==> config.mk <==
export PLATFORM = sky130hd
export DESIGN_NAME = pec_cmd_sequencer
export DESIGN_NICKNAME = d
export VERILOG_FILES = /design/src/rtl/pec_package.sv /design/src/rtl/pec_cmd_fifo.sv /design/src/rtl/pec_cmd_sequencer.sv
export SDC_FILE = /design/constraint.sdc
export NUM_CORES = 1
export LEC_CHECK = 0
export ABC_AREA = 0
export ABC_CLOCK_PERIOD_IN_PS = 7200
export BUFFER_PORTS_ARGS = -buffer_cell sky130_fd_sc_hd__buf_4
export CAP_MARGIN = 20
export CORE_ASPECT_RATIO = 1.1
export CORE_MARGIN = 2
export CORE_UTILIZATION = 30
export DETAILED_ROUTE_END_ITERATION = 12
export RECOVER_POWER = 100
export SYNTH_ARGS = -nofsm -noshare
export SYNTH_HDL_FRONTEND = slang
export SYNTH_SLANG_ARGS = --single-unit
==> constraint.sdc <==
create_clock -name clk_i -period 7.2 [get_ports clk_i]
set_input_delay 0 -clock clk_i [delete_from_list [all_inputs] [get_ports clk_i]]
set_output_delay 0 -clock clk_i [all_outputs]
set_load 0.01 [all_outputs]
==> src/rtl/pec_package.sv <==
// Shared types for the PEC command sequencer: operation and controller state encodings,
// sequencer FSM states and the queued command descriptor.
package pec_package;

  localparam int SEG_ROW = 16;
  localparam int SEG_COL = 8;
  localparam int WL_W    = $clog2(SEG_ROW);
  localparam int BL_W    = $clog2(SEG_COL);
  localparam int COL_W   = 4;
  localparam int REP_W   = 4;

  typedef enum logic [1:0] {
    OP_CLEAR      = 2'd0,
    OP_LD_WEIGHTS = 2'd1,
    OP_LD_BIAS    = 2'd2,
    OP_COMPUTE    = 2'd3
  } pec_operations_e;

  typedef enum logic [2:0] {
    CTRL_READY       = 3'd0,
    CTRL_BUSY        = 3'd1,
    CTRL_FETCH       = 3'd2,
    CTRL_PROGRAMMING = 3'd3,
    CTRL_COMPUTE     = 3'd4,
    CTRL_STORE       = 3'd5
  } pec_ctrl_state_e;

  typedef struct packed {
    pec_ctrl_state_e curr_state;
    pec_ctrl_state_e next_state;
  } pec_ctrl_fsm_state_t;

  typedef enum logic [1:0] {
    SEQ_IDLE  = 2'd0,
    SEQ_ISSUE = 2'd1,
    SEQ_ACK   = 2'd2,
    SEQ_DONE  = 2'd3
  } pec_seq_state_e;

  typedef struct packed {
    pec_operations_e    op;
    logic [WL_W-1:0]    wl;
    logic [BL_W-1:0]    bl;
    logic [COL_W-1:0]   col;
    logic [REP_W-1:0]   rep;
  } pec_seq_cmd_t;

endpackage

==> src/rtl/pec_cmd_fifo.sv <==
// Synchronous FIFO of command descriptors with flush; occupancy is registered so full/level
// reflect only completed pushes and pops.
module pec_cmd_fifo
  import pec_package::*;
#(
  parameter int DEPTH = 4
) (
  input  logic                     clk,
  input  logic                     rst_n,
  input  logic                     push,
  input  logic                     pop,
  input  logic                     flush,
  input  pec_seq_cmd_t             wdata,
  output pec_seq_cmd_t             rdata,
  output logic                     full,
  output logic                     empty,
  output logic [$clog2(DEPTH):0]   level
);

  localparam int AW = $clog2(DEPTH);

  pec_seq_cmd_t      mem [DEPTH];
  logic [AW-1:0]     wr_ptr;
  logic [AW-1:0]     rd_ptr;
  logic [AW:0]       count;
  logic              do_push;
  logic              do_pop;

  // Flush dominates: a push or pop in the flush cycle is dropped.
  assign do_push = push & ~full & ~flush;
  assign do_pop  = pop & ~empty & ~flush;

  assign full  = (count == (AW+1)'(DEPTH));
  assign empty = (count == '0);
  assign level = count;
  assign rdata = mem[rd_ptr];

  always_ff @(posedge clk) begin
    if (do_push) mem[wr_ptr] <= wdata;
  end

  always_ff @(posedge clk or negedge rst_n) begin
    if (!rst_n) begin
      wr_ptr <= '0;
      rd_ptr <= '0;
      count  <= '0;
    end else if (flush) begin
      wr_ptr <= '0;
      rd_ptr <= '0;
      count  <= '0;
    end else begin
      if (do_push) wr_ptr <= wr_ptr + 1'b1;
      if (do_pop)  rd_ptr <= rd_ptr + 1'b1;
      if (do_push && !do_pop)      count <= count + 1'b1;
      else if (!do_push && do_pop) count <= count - 1'b1;
    end
  end

endmodule

==> src/rtl/pec_cmd_sequencer.sv <==
// Queues PEC operation descriptors and issues them one at a time to the controller, handling
// repeats, ack timeout and flush. Optional busy-cycle counter under PEC_SEQ_PERF_CNT_EN.
module pec_cmd_sequencer
  import pec_package::*;
#(
  parameter int FIFO_DEPTH = 4,
  parameter int ACK_TMO    = 15
) (
  input  logic                          clk_i,
  input  logic                          rst_ni,
  input  logic                          cmd_valid_i,
  output logic                          cmd_ready_o,
  input  pec_operations_e               cmd_op_i,
  input  logic [WL_W-1:0]               cmd_wl_i,
  input  logic [BL_W-1:0]               cmd_bl_i,
  input  logic [COL_W-1:0]              cmd_col_i,
  input  logic [REP_W-1:0]              cmd_rep_i,
  input  logic                          flush_i,
  input  pec_ctrl_fsm_state_t           ctrl_state_i,
  output logic                          start_o,
  output pec_operations_e               op_o,
  output logic [WL_W-1:0]               wl_o,
  output logic [BL_W-1:0]               bl_o,
  output logic [COL_W-1:0]              col_o,
  output logic                          busy_o,
  output logic                          done_o,
  output logic                          err_tmo_o,
  output logic [$clog2(FIFO_DEPTH):0]   level_o,
  output logic [31:0]                   perf_busy_o
);

  localparam int TW = $clog2(ACK_TMO + 1);

  pec_seq_state_e   state_q, state_d;
  pec_seq_cmd_t     push_cmd, head_cmd;
  logic             fifo_full, fifo_empty;
  logic             pop, tmo_hit, rep_step, ctrl_ready;
  logic [REP_W-1:0] rep_cnt_q;
  logic [TW-1:0]    tmr_q;
  logic             ctrl_next_unused;

  assign ctrl_ready       = (ctrl_state_i.curr_state == CTRL_READY);
  assign ctrl_next_unused = ^ctrl_state_i.next_state;
  assign push_cmd         = '{op: cmd_op_i, wl: cmd_wl_i, bl: cmd_bl_i, col: cmd_col_i, rep: cmd_rep_i};
  assign cmd_ready_o      = ~fifo_full;
  assign busy_o           = (level_o != '0) | (state_q != SEQ_IDLE);

  pec_cmd_fifo #(.DEPTH(FIFO_DEPTH)) u_fifo (
    .clk   (clk_i),
    .rst_n (rst_ni),
    .push  (cmd_valid_i),
    .pop   (pop),
    .flush (flush_i),
    .wdata (push_cmd),
    .rdata (head_cmd),
    .full  (fifo_full),
    .empty (fifo_empty),
    .level (level_o)
  );

  always_ff @(posedge clk_i or negedge rst_ni) begin
    if (!rst_ni) state_q <= SEQ_IDLE;
    else         state_q <= state_d;
  end

  always_comb begin
    state_d = state_q;
    case (state_q)
      SEQ_IDLE:  if (pop) state_d = SEQ_ISSUE;
      SEQ_ISSUE: state_d = SEQ_ACK;
      SEQ_ACK: begin
        if (!ctrl_ready)  state_d = SEQ_DONE;
        else if (tmo_hit) state_d = SEQ_IDLE;
      end
      SEQ_DONE: begin
        if (ctrl_ready) state_d = (rep_cnt_q == '0) ? SEQ_IDLE : SEQ_ISSUE;
      end
      default:   state_d = SEQ_IDLE;
    endcase
  end

  // A flush in the same cycle wins over popping a new head.
  always_comb begin
    start_o  = 1'b0;
    done_o   = 1'b0;
    pop      = 1'b0;
    tmo_hit  = 1'b0;
    rep_step = 1'b0;
    case (state_q)
      SEQ_IDLE:  pop = ~fifo_empty & ctrl_ready & ~flush_i;
      SEQ_ISSUE: start_o = 1'b1;
      SEQ_ACK:   tmo_hit = ctrl_ready & (tmr_q == TW'(ACK_TMO - 1));
      SEQ_DONE: begin
        done_o   = ctrl_ready & (rep_cnt_q == '0);
        rep_step = ctrl_ready & (rep_cnt_q != '0);
      end
      default: ;
    endcase
  end

  always_ff @(posedge clk_i or negedge rst_ni) begin
    if (!rst_ni) begin
      op_o      <= OP_CLEAR;
      wl_o      <= '0;
      bl_o      <= '0;
      col_o     <= '0;
      rep_cnt_q <= '0;
      tmr_q     <= '0;
      err_tmo_o <= 1'b0;
    end else begin
      if (pop) begin
        op_o      <= head_cmd.op;
        wl_o      <= head_cmd.wl;
        bl_o      <= head_cmd.bl;
        col_o     <= head_cmd.col;
        rep_cnt_q <= head_cmd.rep;
      end else if (rep_step) begin
        rep_cnt_q <= rep_cnt_q - 1'b1;
        bl_o      <= bl_o + BL_W'(4);
        col_o     <= col_o + 1'b1;
      end
      if (state_q == SEQ_ISSUE)    tmr_q <= '0;
      else if (state_q == SEQ_ACK) tmr_q <= tmr_q + 1'b1;
      if (tmo_hit)      err_tmo_o <= 1'b1;
      else if (flush_i) err_tmo_o <= 1'b0;
    end
  end

`ifdef PEC_SEQ_PERF_CNT_EN
  logic [31:0] perf_q;

  always_ff @(posedge clk_i or negedge rst_ni) begin
    if (!rst_ni)                       perf_q <= '0;
    else if (busy_o && perf_q != '1)   perf_q <= perf_q + 1'b1;
  end

  assign perf_busy_o = perf_q;
`else
  assign perf_busy_o = '0;
`endif

endmodule

==> results of run 1 <==
-- flip-flops by register name, summed over array words and instances, names as in the netlist, 3 cells and up --
| register | cells |
|---|---|
| u_fifo.mem | 68 |
| col_o | 4 |
| rep_cnt_q | 4 |
| tmr_q | 4 |
| wl_o | 4 |
| bl_o | 3 |
| u_fifo.level | 3 |
-- power groups by stage --
| stage | Clock, mW | Combinational (mW) | Sequential [mW] |
|---|---|---|---|
| 4_1_cts | 0.475 | 0.370 | 0.748 |
| 5_1_grt | 0.496 | 0.368 | 0.758 |
| 2_1_floorplan | 0 | 0.220 | 0.764 |
| 3_3_place_gp | 0 | 0.346 | 0.756 |
| 6_report | 0.460 | 0.322 | 0.747 |
| 3_5_place_dp | 0 | 0.358 | 0.759 |
-- layout by cell type (no fill, tap or decap), types with 2 or more instances in the layout --
cell,instances
a21oi_1,4
nand3_1,8
buf_4,5
nand2_1,37
and2_0,4
dlygate4sd3_1,23
clkbuf_16,9
and3_1,2
xor2_1,6
nor3b_1,2
mux2i_1,2
clkbuf_1,43
o21ai_0,8
conb_1,32
o22ai_1,3
dfrtp_1,31
edfxtp_1,68
nand4_1,6
mux2_2,4
nor2_1,12
clkinv_1,2
xnor2_1,3
inv_1,16
o31ai_1,2
ha_1,12
mux4_2,17
or3_1,4
nor3_1,4
-- logic make-up (layout without fill, tap and decap cells) --
kind of cell	Yosys count	after routing	synth area share [%]
DFF	99	99	63.5
and+or+nand+nor	86	86	9.45
buffers and inverters	59	100	7.79
AOI/OAI and AO/OA	24	24	3.41
muxes	23	23	10.1
adders and majority gates	13	13	3.84
xor gates and xnor gates	9	9	1.78
other	1	32	0.0846
-- Yosys cell counts, types with 5 or more instances --
| cell | instances |
|---|---|
| o21ai_0 | 8 |
| inv_1 | 16 |
| and2_1 | 5 |
| buf_4 | 32 |
| nand4_1 | 6 |
| nor2_1 | 12 |
| edfxtp_1 | 68 |
| mux4_2 | 17 |
| dfrtp_1 | 31 |
| nand3_1 | 8 |
| clkbuf_1 | 7 |
| nand2_1 | 37 |
| ha_1 | 12 |
| xor2_1 | 6 |
-- area by class of cell --
type | instances | area (sq um)
clock buffers | 12 | 236
clock inverters | 4 | 42.5
fillers | 1423 | 9260
inverters | 16 | 60.1
multi-input cells | 187 | 1380
flip-flops and latches | 99 | 2820
well taps | 192 | 240
repair buffers | 68 | 418
-- worst max-delay path, cell delays in order --
cell,delay (ps)
dlygate4sd3_1,530
clkbuf_1,260
nor4_1,790
and3_1,910
nor3_1,140
fa_1,450
or3_1,410
o221a_2,260
o31ai_1,190
-- layer usage --
metal | track usage, % | part of all wire [%] | up-vias
li1 | - | - | 1206
met1 | 13.9 | 44 | 1254
met2 | 18.9 | 51 | 72
met3 | 2.78 | 4.0 | 12
met4 | 3.73 | 1.3 | 0
met5 | 0 | 0 | -
-- how the worst min path moves through the flow --
stage	end	slack (ps)	cells after the start
2_1_floorplan	bl_o[0]	-300	0
3_3_place_gp	tmr_q[2]	-30	1
3_5_place_dp	err_tmo_o	-20	1
4_1_cts	err_tmo_o	170	2
5_1_grt	u_fifo.mem[3][4]	490	2
6_report	u_fifo.mem[0][7]	450	2
-- per-stage QoR --
| step | util (%) | setup slack, ps | instance area (sq um) | std cells | power (mW) |
|---|---|---|---|---|---|
| floorplan | - | 4530 | 4550 | 345 | 0.984 |
| global placement | 33.5 | 4030 | 4840 | 539 | 1.10 |
| detailed placement | 33.5 | 3930 | 4840 | 539 | 1.12 |
| CTS | 37.1 | 3820 | 5350 | 578 | 1.59 |
| global route | 35.9 | 3170 | 5190 | 578 | 1.62 |
| finish | 35.9 | 3500 | 5190 | 578 | 1.53 |
==> results_dict.tcl, run 1 <==
set metrics [dict create \
    p_seq_share_pct 48.8 \
    switching_share_pct 28.5 \
    rows 46 \
    fin_nets 421 \
    postSynth.asyncResetShare_pct 31.3 \
    worst_pin_slew_ps 1800 \
    wl_per_cell_um 14.4 \
    finalCriticalPeriod_ps 3700 \
    coreArea_sq_um 14400 \
    grt_pass1_wl_um 13500 \
    ctsResizeCount 0 \
    antenna_found_initial 0 \
    critPathMaxFanout 25 \
    drive_above_1_share_pct 10.1 \
    ff2ff_path_depth 8 \
    fp.dieH_um 132 \
    violations "capacitance limit, slew limit" \
    synth-seq-cells 99 \
    clk_latency_ps 340 \
    r2r_start "state_q[0]" \
    ctsHoldBuffers 23 \
    yosysWarnings 0 \
    clk_pin_slew_worst_paths_ps 70 \
    io_pins 80 \
    status "complete, but fails checks" \
    synth_area_per_cell_sq_um 14.1 \
    slew_viol_final 32 \
    overflow 0 \
    hpwl_um 5250 \
    die_w_um 120 \
    drc 0 \
    postCtsSetupRepairBufs 0 \
    combPwrFrac_pct 21.1 \
    holdCritPathClass "in -> reg" \
    clockBufferDepth 2 \
    cp-end-kind "flip-flop" \
    rsz0062_at_grt "no" \
    vias_per_cell 4.40 \
    maxCapViolCount 1 \
    timing.slew.headroom_pct -20.3 \
    rr_endpoint "u_fifo.level[2]" \
    root_buffer "clkbuf_16" \
    p_leak_nw 1.92 \
    antenna_cells 0 \
    synth_largest_area_cell "edfxtp_1" \
    hp-start "cmd_col_i[3]" \
    p_int_mw 1.09 \
    r2r_setup_slack_ps 3970 \
    seq_area_frac_synth_pct 63.5 \
    cts_sinks 99 \
    syn_inst 314 \
    synth.top_cell.area_share_pct 46.0 \
    drt_wl_total_um 8310 \
    timing.critical_path.from_type "input pin" \
    dr_total_vias 2544 \
    htree_levels 3 \
    cp-endpoint "u_fifo.level[2]" \
    numCtsBuffers 9 \
    fmax_mhz 271 \
    yosys-top-cells-area "edfxtp_1 (46%), dfrtp_1 (17%), mux4_2 (8.6%)" \
    ir_drop_mv 0.115 \
    drt_pre_antenna_iters 4 \
    globalplace.congestion 0.762 \
    numPortBuffers 44 \
    synthToLayoutAreaGrowth_pct 17.1 \
    setup-tns-final_ps 0 \
    first_global_vias 2628 \
    cp_data_required_time_ps 7450 \
    fin_skew_ps 8.81 \
    powerDensity_nw_per_um2 295 \
    min_period_over_period_pct 51.3 \
    die_area_sq_um 15800 \
    power_switching_mw 0.436 \
    ys.flop_type "edfxtp_1" \
    synth_area_sq_um 4430 \
    clock_power_share_pct 30.1 \
    ys_types 42 \
    setup_viol 0 \
    worstPathArrival_ps 3940 \
    holdWs_ps 451 \
    start_util_pct 30.7 \
    crit_start "flush_i" \
    cts_tree "built" \
    grt_use_total_pct 11.2 \
    grt_max_degree 32 \
    path_class "in -> reg" \
    ant_nets 0 \
    hold_violations 0 \
    synth_edf_count 68 \
    drt-initial-drc-count 131 \
]
No activity file was read; power rests on OpenSTA's default activity.
==> run 2: changes to the inputs <==
Settings changed: ABC_AREA 0 to 1, ABC_CLOCK_PERIOD_IN_PS 7200 to 3100.
Clock period 7.2 ns to 3.1 ns, I/O delays scaled along.
==> results_dict.tcl, run 2 <==
set metrics [dict create \
    die_area_sq_um 16100 \
    htree_levels 3 \
    crit_path_top_delay_cell "dfrtp_1" \
    cts_tree "built" \
    root_buffer "clkbuf_16" \
    first_global_vias 3035 \
    p_leak_nw 2.07 \
    worst_pin_slew_ps 1820 \
    clk_latency_ps 340 \
    grt_use_total_pct 12.0 \
    power_switching_mw 1.12 \
    hpwl_um 6000 \
    die_w_um 121 \
    p_seq_share_pct 47.6 \
    finalCriticalPeriod_ps 2310 \
    final_common_cell "nor2_1" \
    yosys-top-cells-area "edfxtp_1 (45%), dfrtp_1 (17%), nor2_1 (6.4%)" \
    seq_area_frac_synth_pct 62.0 \
    ys.flop_type "edfxtp_1" \
    synth_edf_count 68 \
    synth_largest_area_cell "edfxtp_1" \
    drt_pre_antenna_iters 4 \
    critPathMostFrequentCell "nand2_1" \
    timing.critical_path.from_type "flip-flop" \
    numPortBuffers 44 \
    powerDensity_nw_per_um2 694 \
    globalplace.congestion 0.792 \
    path_class "reg -> reg" \
    coreArea_sq_um 14900 \
    overflow 0 \
    largest_reg_flops 68 \
    holdCritPathClass "in -> reg" \
    most-common-layout-cells "nor2_1 (78), edfxtp_1 (68), nand2_1 (51)" \
    fmax_mhz 433 \
    ff2ff_path_depth 12 \
    setup_ws_ps 789 \
    synth_area_sq_um 4540 \
    clockBufferDepth 2 \
    ir_drop_mv 0.263 \
    holdWs_ps 188 \
    numCtsBuffers 9 \
    clk_pin_slew_worst_paths_ps 70 \
    yosysWarnings 0 \
    io_pins 80 \
    fin_skew_ps 7.02 \
    rsz0062_at_grt "no" \
    grt_pass1_wl_um 15000 \
    drc 0 \
    ant_nets 0 \
    antenna_cells 0 \
    cts_sinks 99 \
    violations "capacitance limit, slew limit" \
    slew_viol_final 32 \
    hold_violations 0 \
    fp.dieH_um 133 \
    n_fill_cell 1518 \
    critPathMaxFanout 13 \
    ys_types 34 \
    rows 47 \
    cp_data_required_time_ps 3330 \
    combPwrFrac_pct 22.6 \
    clock_power_share_pct 29.8 \
    drive_above_1_share_pct 6.64 \
    syn_inst 425 \
    vias_per_cell 4.36 \
    p_total_mw 3.67 \
    start_util_pct 30.4 \
    grt_max_degree 38 \
    wl_per_cell_um 13.2 \
    timing.slew.headroom_pct -21.1 \
    p_int_mw 2.55 \
    synth_area_per_cell_sq_um 10.7 \
    setup-tns-final_ps 0 \
    fin_nets 532 \
    status "complete, but fails checks" \
    maxCapViolCount 1 \
    drt-initial-drc-count 112 \
    largest_register "u_fifo.mem" \
    min_period_over_period_pct 74.5 \
    synth_most_common_cell "nor2_1" \
    setup_viol 0 \
    path_cells "inv_1, ha_1, nand3_4, nand2_1, inv_1, fa_1, xnor2_1, inv_1, nand2_1, nand2_1, nand2_1, nand2_1" \
    place_ws_ps 832 \
    antenna_found_initial 0 \
    cp-end-kind "flip-flop" \
    synth_common_cells "nor2_1 (77), edfxtp_1 (68), nand2_1 (48), o21ai_0 (45), buf_4 (33)" \
    worstPathArrival_ps 2550 \
    synth.top_cell.area_share_pct 44.9 \
    synthToLayoutAreaGrowth_pct 16.2 \
    switching_share_pct 30.5 \
    synth-seq-cells 99 \
    hold_depth 5 \
    cpPeakStageDelay_ps 410 \
    drt_wl_total_um 9120 \
    postSynth.asyncResetShare_pct 31.3 \
    dr_total_vias 3020 \
]
[run 2: cell count changes after synthesis, moves of 5 or more]
cell	before	now
nand2_2	0	5
inv_2	0	5
a31oi_1	1	10
o21ai_1	0	6
nand3_1	8	16
o21ai_0	8	45
nor2_1	12	77
mux4_2	17	0
nand2_1	37	48
inv_1	16	26
nand4_1	6	1
[run 2: layer usage]
metal	up-vias	wire, um	share of wire, %	track usage [%]
met1	1442	3830	42	13.8
li1	1496	-	-	-
met3	9	394	4.3	2.72
met2	73	4780	52	21.8
met5	-	0	0	0
met4	0	116	1.3	4.15
[run 2: power by group through the flow]
stage | clock [mW] | combinational (mW) | sequential (mW)
6_report | 1.09 | 0.831 | 1.74
5_1_grt | 1.17 | 0.979 | 1.77
4_1_cts | 1.12 | 0.949 | 1.75
3_5_place_dp | 0 | 0.923 | 1.78
3_3_place_gp | 0 | 0.892 | 1.77
2_1_floorplan | 0 | 0.580 | 1.78
[run 2: worst max-delay path: cells and delay by family, from the launching register on]
kind / cells / cell delay (ps)
buf+inv: 3 / 270
simple gates: 6 / 660
fa+ha+maj: 2 / 680
flops: 1 / 410
xor+xnor: 1 / 200
[run 2: logic make-up after synthesis]
group / Yosys count / share of synthesized area (%)
flip-flops: 99 / 62.0
AO/OA/AOI/OAI: 73 / 8.67
XOR/XNOR: 7 / 1.35
other: 1 / 0.0825
buffers and inverters: 78 / 9.80
AND/OR/NAND/NOR: 154 / 14.3
adder cells (fa/ha/maj): 13 / 3.74
[run 2: area by class of cell]
class	instances	area (sq um)	share of cell area, %
Clock buffer	10	229	4.33
Clock inverter	6	65.1	1.23
Inverter	33	129	2.44
Multi-Input combinational cell	279	1380	26.2
Sequential cell	99	2820	53.3
Tap cell	196	245	4.64
Timing Repair Buffer	70	414	7.84
[run 2: final timing paths]
kind | start | to | slack, ps
setup / recovery | state_q[1] | u_fifo.level[2] | 790
hold / removal | ctrl_state_i[5] | err_tmo_o | 190
setup reg to reg | state_q[1] | u_fifo.level[2] | 790
hold reg to reg | err_tmo_o | err_tmo_o | 510
max in group asynchronous | rst_ni | wl_o[3] | 1350
min in group asynchronous | rst_ni | u_fifo.level[1] | 700
[run 2: metrics by stage]
stage,area [sq um],std cells,utilization [%]
global route,5280,693,35.4
floorplan,4660,456,-
CTS,5460,693,36.5
global placement,4960,657,33.2
finish,5280,693,35.4
detailed placement,4960,657,33.2
[run 2: timing repair]
action	CTS	global route
buffers inserted	0	0
gates resized for setup	0	0
endpoints found under the hold margin	104	0
hold buffers	20	0
